$ cat src/rtl/frog_pkg.sv
// Shared FROG fetch-stage constants and the program-counter type.
package frog_pkg;

  localparam int PC_W = 32;

  typedef logic [PC_W-1:0] pc_t;

  localparam pc_t RESET_PC = 32'h0000_0000;
  localparam pc_t PC_INC   = 32'd4;

endpackage

$ cat src/rtl/pc.sv
// FROG program counter: one register that loads either the sequential successor
// or the ALU-computed branch/jump target on every rising clock edge.
module pc
  import frog_pkg::*;
(
  input  logic clk,
  input  logic rst,
  input  logic sel_next_pc_alu_out,
  input  pc_t  alu_out,
  output pc_t  pc_out,
  output pc_t  pc_plus4
);

  pc_t r_pc;
  pc_t w_pc_plus4;
  pc_t w_next_pc;

  // The carry out of the add is dropped, so the top word address wraps to zero.
  assign w_pc_plus4 = r_pc + PC_INC;
  assign w_next_pc  = sel_next_pc_alu_out ? alu_out : w_pc_plus4;

  always_ff @(posedge clk or posedge rst) begin
    if (rst) begin
      r_pc <= RESET_PC;
    end else begin
      r_pc <= w_next_pc;
    end
  end

  assign pc_out   = r_pc;
  assign pc_plus4 = w_pc_plus4;

`ifndef SYNTHESIS
  // Targets are taken verbatim; misalignment is only a hint that decode went wrong.
  always @(posedge clk) begin
    if (!rst) begin
      assert (!$isunknown(sel_next_pc_alu_out))
        else $error("pc: unknown sel_next_pc_alu_out out of reset");
      if (sel_next_pc_alu_out === 1'b1) begin
        assert (!$isunknown(alu_out))
          else $error("pc: unknown alu_out while it is selected");
      end
      assert (r_pc[1:0] == 2'b00)
        else $warning("pc: misaligned pc 0x%08h", r_pc);
    end
  end
`endif

endmodule

$ cat config.mk
export PLATFORM = sky130hd
export DESIGN_NAME = pc
export DESIGN_NICKNAME = d
export VERILOG_FILES = /design/src/rtl/frog_pkg.sv /design/src/rtl/pc.sv
export SDC_FILE = /design/constraint.sdc
export NUM_CORES = 1
export LEC_CHECK = 0
export CORE_MARGIN = 10
export CORE_UTILIZATION = 40
export CTS_CLUSTER_DIAMETER = 150
export CTS_CLUSTER_SIZE = 8
export DETAILED_ROUTE_END_ITERATION = 7
export GPL_TIMING_DRIVEN = 1
export MAX_ROUTING_LAYER = met4
export PLACE_DENSITY = 0.81
export SLEW_MARGIN = 10
export SYNTH_ARGS = -nofsm -noshare
export SYNTH_HDL_FRONTEND = slang
export SYNTH_SLANG_ARGS = --single-unit
$ cat constraint.sdc
create_clock -name clk -period 2.89 [get_ports clk]
set_input_delay 0.7225 -clock clk [delete_from_list [all_inputs] [get_ports clk]]
set_output_delay 0.7225 -clock clk [all_outputs]
set_load 0.02 [all_outputs]
==> results.yml, run 1 <==
pwr:
  p_int_mw: 1.10
  p_clk_share_pct: 25.3
  p_sw_share_pct: 34.2
  vdd_drop_max_uv: 422
  p_leak_nw: 1.45
  power_frac_comb_pct: 42.5
  power_mw: 1.68
  seqPwrFrac_pct: 32.2
  power.density_nw_per_um2: 493
  switching_power_uw: 574
timing:
  slew_violations: 0
  max_slew_margin_pct: 72.3
  fin_setup_tns_ps: 0
  clock_skew_ps: 7.81
  fmax_ghz: 0.350
  finalSetupViolations: 0
  layout_setup_ws_ps: 34.0
  hold_violations: 0
  post-route-period-util_pct: 98.8
  rsz0062_at_grt: "yes"
  worst_pin_slew_ps: 416
  min_period_ps: 2860
cts:
  cts_buffers: 5
  clock-root-buffer: "clkbuf_8"
  cts.path.max_buffers: 2
  cts_tree: "done"
  clk_pin_slew_ps: 70
  clk_latency_ps: 280
  postCtsHoldBufs: 0
  clock-sinks: 32
  htreeDepth: 2
placed_design:
  dpl.hpwl_mm: 5.41
  place_congestion: 0.795
  pre_cts_ws_ps: -141
  portBuffers: 98
run_status:
  status: "completed"
detailed_routing:
  dr.pass1.iters: 4
  wire_per_inst_um: 17.6
  wl_mm: 7.03
  drtIter0Drc: 100
  drc: 0
  via_count: 2176
  vias_per_cell: 5.44
  antenna_left: 0
cells_and_area:
  regArea_sq_um: 801
  largest_reg_flops: 32
  final_layout_size_suffix_gt1_share_pct: 30.1
  nNetsFinal: 381
  fillers: 335
  n_antenna_cell: 0
  final_core_util_pct: 72.5
  multiInputGateArea_sq_um: 1120
  areaGrowthSynthToFinish_pct: 76.9
floorplan:
  die_y_um: 89.4
  coreArea_sq_um: 4690
  die_w_um: 89.4
  die_area_sq_um: 7990
  start_util_pct: 41.0
  io_pins: 99
  core.rowCount: 25
logic_synthesis:
  synth_edf_count: 0
  syn-num-nets: 241
  synth-async-reset-ratio_pct: 100
  yosysWarnings: 0
  syn_inst: 205
  avgSynthCellArea_sq_um: 9.39
  yosysUniqueCellTypes: 32
  syn_area_sq_um: 1920
  ys_seq_area_share_pct: 41.6
  synth_seq_cells: 32
  synthFlopType: "dfrtp_1"
worst_hold_path:
  hold_class: "reg2reg"
  min_path_cells: 1
global_route:
  overflow: 0
  grt_first_pass_wirelength_mm: 11.1
  grt_pass1_vias: 2224
  grt_max_degree: 35
  grt_usage_pct: 18.4
  antenna_found_initial: 0
setup_path:
  required_ps: 2170
  crit_type: "reg2out"
  crit_path_start_kind: "flip-flop"
  worst-r2r-cell-count: 5
  critPathMaxFanout: 7
  cp_data_arrival_time_ps: 2130
  end_kind: "output port"
flow_run:
  cap_violations: 0
-- cell usage in the layout, fill, tap and decap left out, drive strengths merged, types with 4 or more instances in the layout --
cell type | synthesis | routed
mux2 | 17 | 17
o31ai | 5 | 5
a221o | 4 | 4
xnor2 | 11 | 11
nor4 | 9 | 9
dlygate4sd2 | 0 | 8
nor2b | 4 | 4
o21ai | 4 | 4
dfrtp | 32 | 32
buf | 4 | 54
nand2 | 24 | 24
a31oi | 10 | 10
nand3 | 11 | 11
nand4 | 10 | 10
xor2 | 7 | 7
clkbuf | 7 | 11
and3 | 4 | 4
inv | 5 | 5
nor2 | 16 | 16
or4 | 6 | 6
clkdlybuf4s50 | 0 | 74
-- stage by stage --
step	hold WS, ps	cells	cell area [sq um]
6_report	532	400	3400
2_1_floorplan	657	205	1920
3_3_place_gp	515	390	3250
4_1_cts	537	398	3350
5_1_grt	562	400	3400
3_5_place_dp	521	390	3250
-- layer usage --
layer	wire length, um	GRT usage [%]	vias up
li1	-	-	1037
met1	2760	20.4	1038
met2	3600	30.8	88
met3	581	6.11	13
met4	94	5.35	0
met5	0	-	-
-- kinds of logic after synthesis --
group / Yosys count / synth area share (%)
AND/OR/NAND/NOR: 95 / 26.6
flip-flops: 32 / 41.6
AO/OA/AOI/OAI: 25 / 9.17
XOR/XNOR: 18 / 8.19
buffers and inverters: 17 / 3.84
multiplexers: 17 / 9.95
adder cells (fa/ha/maj): 1 / 0.650
-- final timing paths --
kind	slack, ps	start	end
setup / recovery	30	pc_out[9]$_DFF_PP0_	pc_plus4[23]
hold reg to reg	530	pc_out[1]$_DFFE_PP0P_	pc_out[1]$_DFFE_PP0P_
setup reg to reg	970	pc_out[9]$_DFF_PP0_	pc_out[23]$_DFF_PP0_
max in group asynchronous	1770	rst	pc_out[22]$_DFF_PP0_
hold / removal	530	pc_out[1]$_DFFE_PP0P_	pc_out[1]$_DFFE_PP0P_
min in group asynchronous	820	rst	pc_out[19]$_DFF_PP0_
-- critical path, stage by stage, from the launching register on --
cell and delay (ps):
dfrtp_1 360, nand4_1 130, buf_4 160, or4_4 470
or4_4 550, nand2_2 80, buf_6 110
-- cells in the mapped netlist, types with 5 or more instances --
cell      number  share of area, %
dfrtp_1       32                42
nand2_1       24               4.7
mux2_2        17               9.9
nor2_1        16               3.1
xnor2_1       11               5.0
a31oi_1       10               3.3
nand3_1       10               2.6
nand4_1       10               3.3
nor4_1         8               2.6
clkbuf_1       7               1.4
xor2_1         7               3.2
or4_1          6               2.3
inv_1          5              0.98
o31ai_1        5               2.0
-- repair_timing --
action,CTS,global route
endpoints found under the setup margin,22,20
pin swaps,0,7
setup buffers,0,2
hold endpoints to repair,0,0
resized for setup,51,40
-- power groups by stage --
stage | Combinational [mW] | Clock (mW) | Sequential (mW)
floorplan | 0.244 | 0 | 0.624
global placement | 0.711 | 0 | 0.543
detailed placement | 0.719 | 0 | 0.546
CTS | 0.707 | 0.432 | 0.538
global route | 0.761 | 0.457 | 0.546
finish | 0.714 | 0.425 | 0.539
-- cell type report --
cell class	instances	share of cell area, %
Sequential cell	32	23.5
Multi-Input combinational cell	156	33.0
Timing Repair Buffer	144	37.6
Tap cell	54	1.99
Inverter	6	0.662
Clock buffer	5	2.02
Clock inverter	3	1.25
(Power assumes the default switching activity.)
==> run 2: changes to the inputs <==
--- a/config.mk
+++ b/config.mk
@@ -11,7 +11,6 @@
 export CTS_CLUSTER_SIZE = 8
 export DETAILED_ROUTE_END_ITERATION = 7
 export GPL_TIMING_DRIVEN = 1
-export MAX_ROUTING_LAYER = met4
 export PLACE_DENSITY = 0.81
 export SLEW_MARGIN = 10
 export SYNTH_ARGS = -nofsm -noshare
==> results.yml, run 2 (synthesis gave the netlist of run 1 again) <==
placed_design:
  portBuffers: 98
  dpl.hpwl_mm: 5.41
  place_congestion: 0.784
  place_inst: 390
  post_dp_cell_area_sq_um: 3250
floorplan:
  die_area_sq_um: 7990
  coreArea_sq_um: 4690
  die_y_um: 89.4
  start_util_pct: 41.0
  die_w_um: 89.4
  io_pins: 99
  core.rowCount: 25
cells_and_area:
  most-common-layout-cells: "74 x clkdlybuf4s50_1, 47 x buf_4, 32 x dfrtp_1"
  final_cells: 400
  nNetsFinal: 381
  multiInputGateArea_sq_um: 1120
  n_antenna_cell: 0
  fin_area_sq_um: 3400
  largest_reg_flops: 32
  layout_commonest_cell: "clkdlybuf4s50_1"
  regArea_sq_um: 801
  fillers: 335
  areaGrowthSynthToFinish_pct: 76.9
  final_layout_size_suffix_gt1_share_pct: 30.1
global_route:
  grt_first_pass_wirelength_mm: 11.1
  grt_max_degree: 35
  overflow: 0
  antenna_found_initial: 0
  grt_pass1_vias: 2222
  grt_usage_pct: 17.9
setup_path:
  cp_cell_sequence: "nand4_1, buf_4, or4_4, or4_4, nand2_2, buf_6"
  cp_common_cell: "or4_4"
  cp_data_arrival_time_ps: 2140
  required_ps: 2170
  end_kind: "output port"
  slowest_stage: "or4_4"
  worst-r2r-cell-count: 5
  crit_type: "reg2out"
  critPathMaxFanout: 7
  crit_path_start_kind: "flip-flop"
  cpPeakStageDelay_ps: 550
pwr:
  vdd_drop_max_uv: 423
  p_sw_share_pct: 34.2
  p_clk_share_pct: 25.3
  power_frac_comb_pct: 42.5
  switching_power_uw: 575
  p_leak_nw: 1.45
  p_int_mw: 1.10
  seqPwrFrac_pct: 32.1
  power.density_nw_per_um2: 493
run_status:
  status: "completed"
detailed_routing:
  antenna_left: 0
  drtIter0Drc: 120
  wl_mm: 7.04
  via_count: 2169
  vias_per_cell: 5.42
  drc: 0
  dr.pass1.iters: 4
  wire_per_inst_um: 17.6
timing:
  clock_skew_ps: 8.32
  finalSetupViolations: 0
  rsz0062_at_grt: "yes"
  max_slew_margin_pct: 72.5
  hold_violations: 0
  min_period_ps: 2860
  fmax_ghz: 0.349
  worst_pin_slew_ps: 413
  post-route-period-util_pct: 99.0
  slew_violations: 0
  hold_ws_ps: 532
cts:
  clock-sinks: 32
  cts.path.max_buffers: 2
  clock-root-buffer: "clkbuf_8"
  cts_tree: "done"
  cts_buffers: 5
  clk_latency_ps: 290
  htreeDepth: 2
  clk_pin_slew_ps: 70
flow_run:
  cap_violations: 0
worst_hold_path:
  min_path_cells: 1
  hold_class: "reg2reg"
==> run 2: cell counts in the layout (fill, tap and decap cells not counted) <==
Identical to the previous run, type by type.
==> run 2: per-layer routing <==
layer	global-route usage (%)	wire length, um	part of all wire (%)
met5	0	0	0
met4	5.35	96	1.4
met3	7.11	647	9.2
met2	30.9	3560	51
met1	19.6	2730	39
==> run 2: area by class of cell <==
type	instances	area share (%)
repair buffers	144	37.6
multi-input cells	156	33.0
flip-flops and latches	32	23.5
clock buffers	5	2.02
well taps	54	1.99
clock inverters	3	1.25
inverters	6	0.662
==> run 2: repair_timing <==
action                                 CTS  global route
cloned                                   0             0
endpoints found under the hold margin    0             0
pin swaps                                0             7
setup endpoints to repair               22            20
setup buffers                            0             2
hold buffers                             0             0
resized for setup                       51            40
==> run 2: worst paths after layout <==
check	start	to	slack, ps
worst max-delay path	pc_out[9]$_DFF_PP0_	pc_plus4[23]	30
worst min-delay path	pc_out[1]$_DFFE_PP0P_	pc_out[1]$_DFFE_PP0P_	530
worst max register to register	pc_out[9]$_DFF_PP0_	pc_out[23]$_DFF_PP0_	960
worst min register to register	pc_out[1]$_DFFE_PP0P_	pc_out[1]$_DFFE_PP0P_	530
max in group asynchronous	rst	pc_out[22]$_DFF_PP0_	1770
min in group asynchronous	rst	pc_out[18]$_DFF_PP0_	820
==> run 2: metrics by stage <==
step	util, %	power [mW]	setup slack (ps)	TNS (ps)
global placement	69.3	1.25	-118	-511
CTS	71.4	1.68	-2.62	-4.09
global route	72.5	1.76	-52.5	-198
detailed placement	69.3	1.26	-141	-629
finish	72.5	1.68	27.6	0
floorplan	-	0.868	154	0
==> run 2: power by group through the flow <==
stage	Sequential (mW)	Combinational [mW]	Clock (mW)
2_1_floorplan	0.624	0.244	0
3_3_place_gp	0.543	0.711	0
3_5_place_dp	0.546	0.719	0
4_1_cts	0.538	0.707	0.432
5_1_grt	0.546	0.761	0.457
6_report	0.539	0.714	0.425
==> run 2: critical path, delay by kind of cell (launching register included) <==
kind / cells / cell delay, ps
simple gates: 4 / 1230
buf+inv: 2 / 270
flops: 1 / 360
==> run 3: changes to the inputs <==
--- a/config.mk
+++ b/config.mk
@@ -5,6 +5,7 @@
 export SDC_FILE = /design/constraint.sdc
 export NUM_CORES = 1
 export LEC_CHECK = 0
+export CAP_MARGIN = 25
 export CORE_MARGIN = 10
 export CORE_UTILIZATION = 40
 export CTS_CLUSTER_DIAMETER = 150
==> results of run 3 <==
Same layout as run 2: the final DEF is identical, and so are final timing and power.
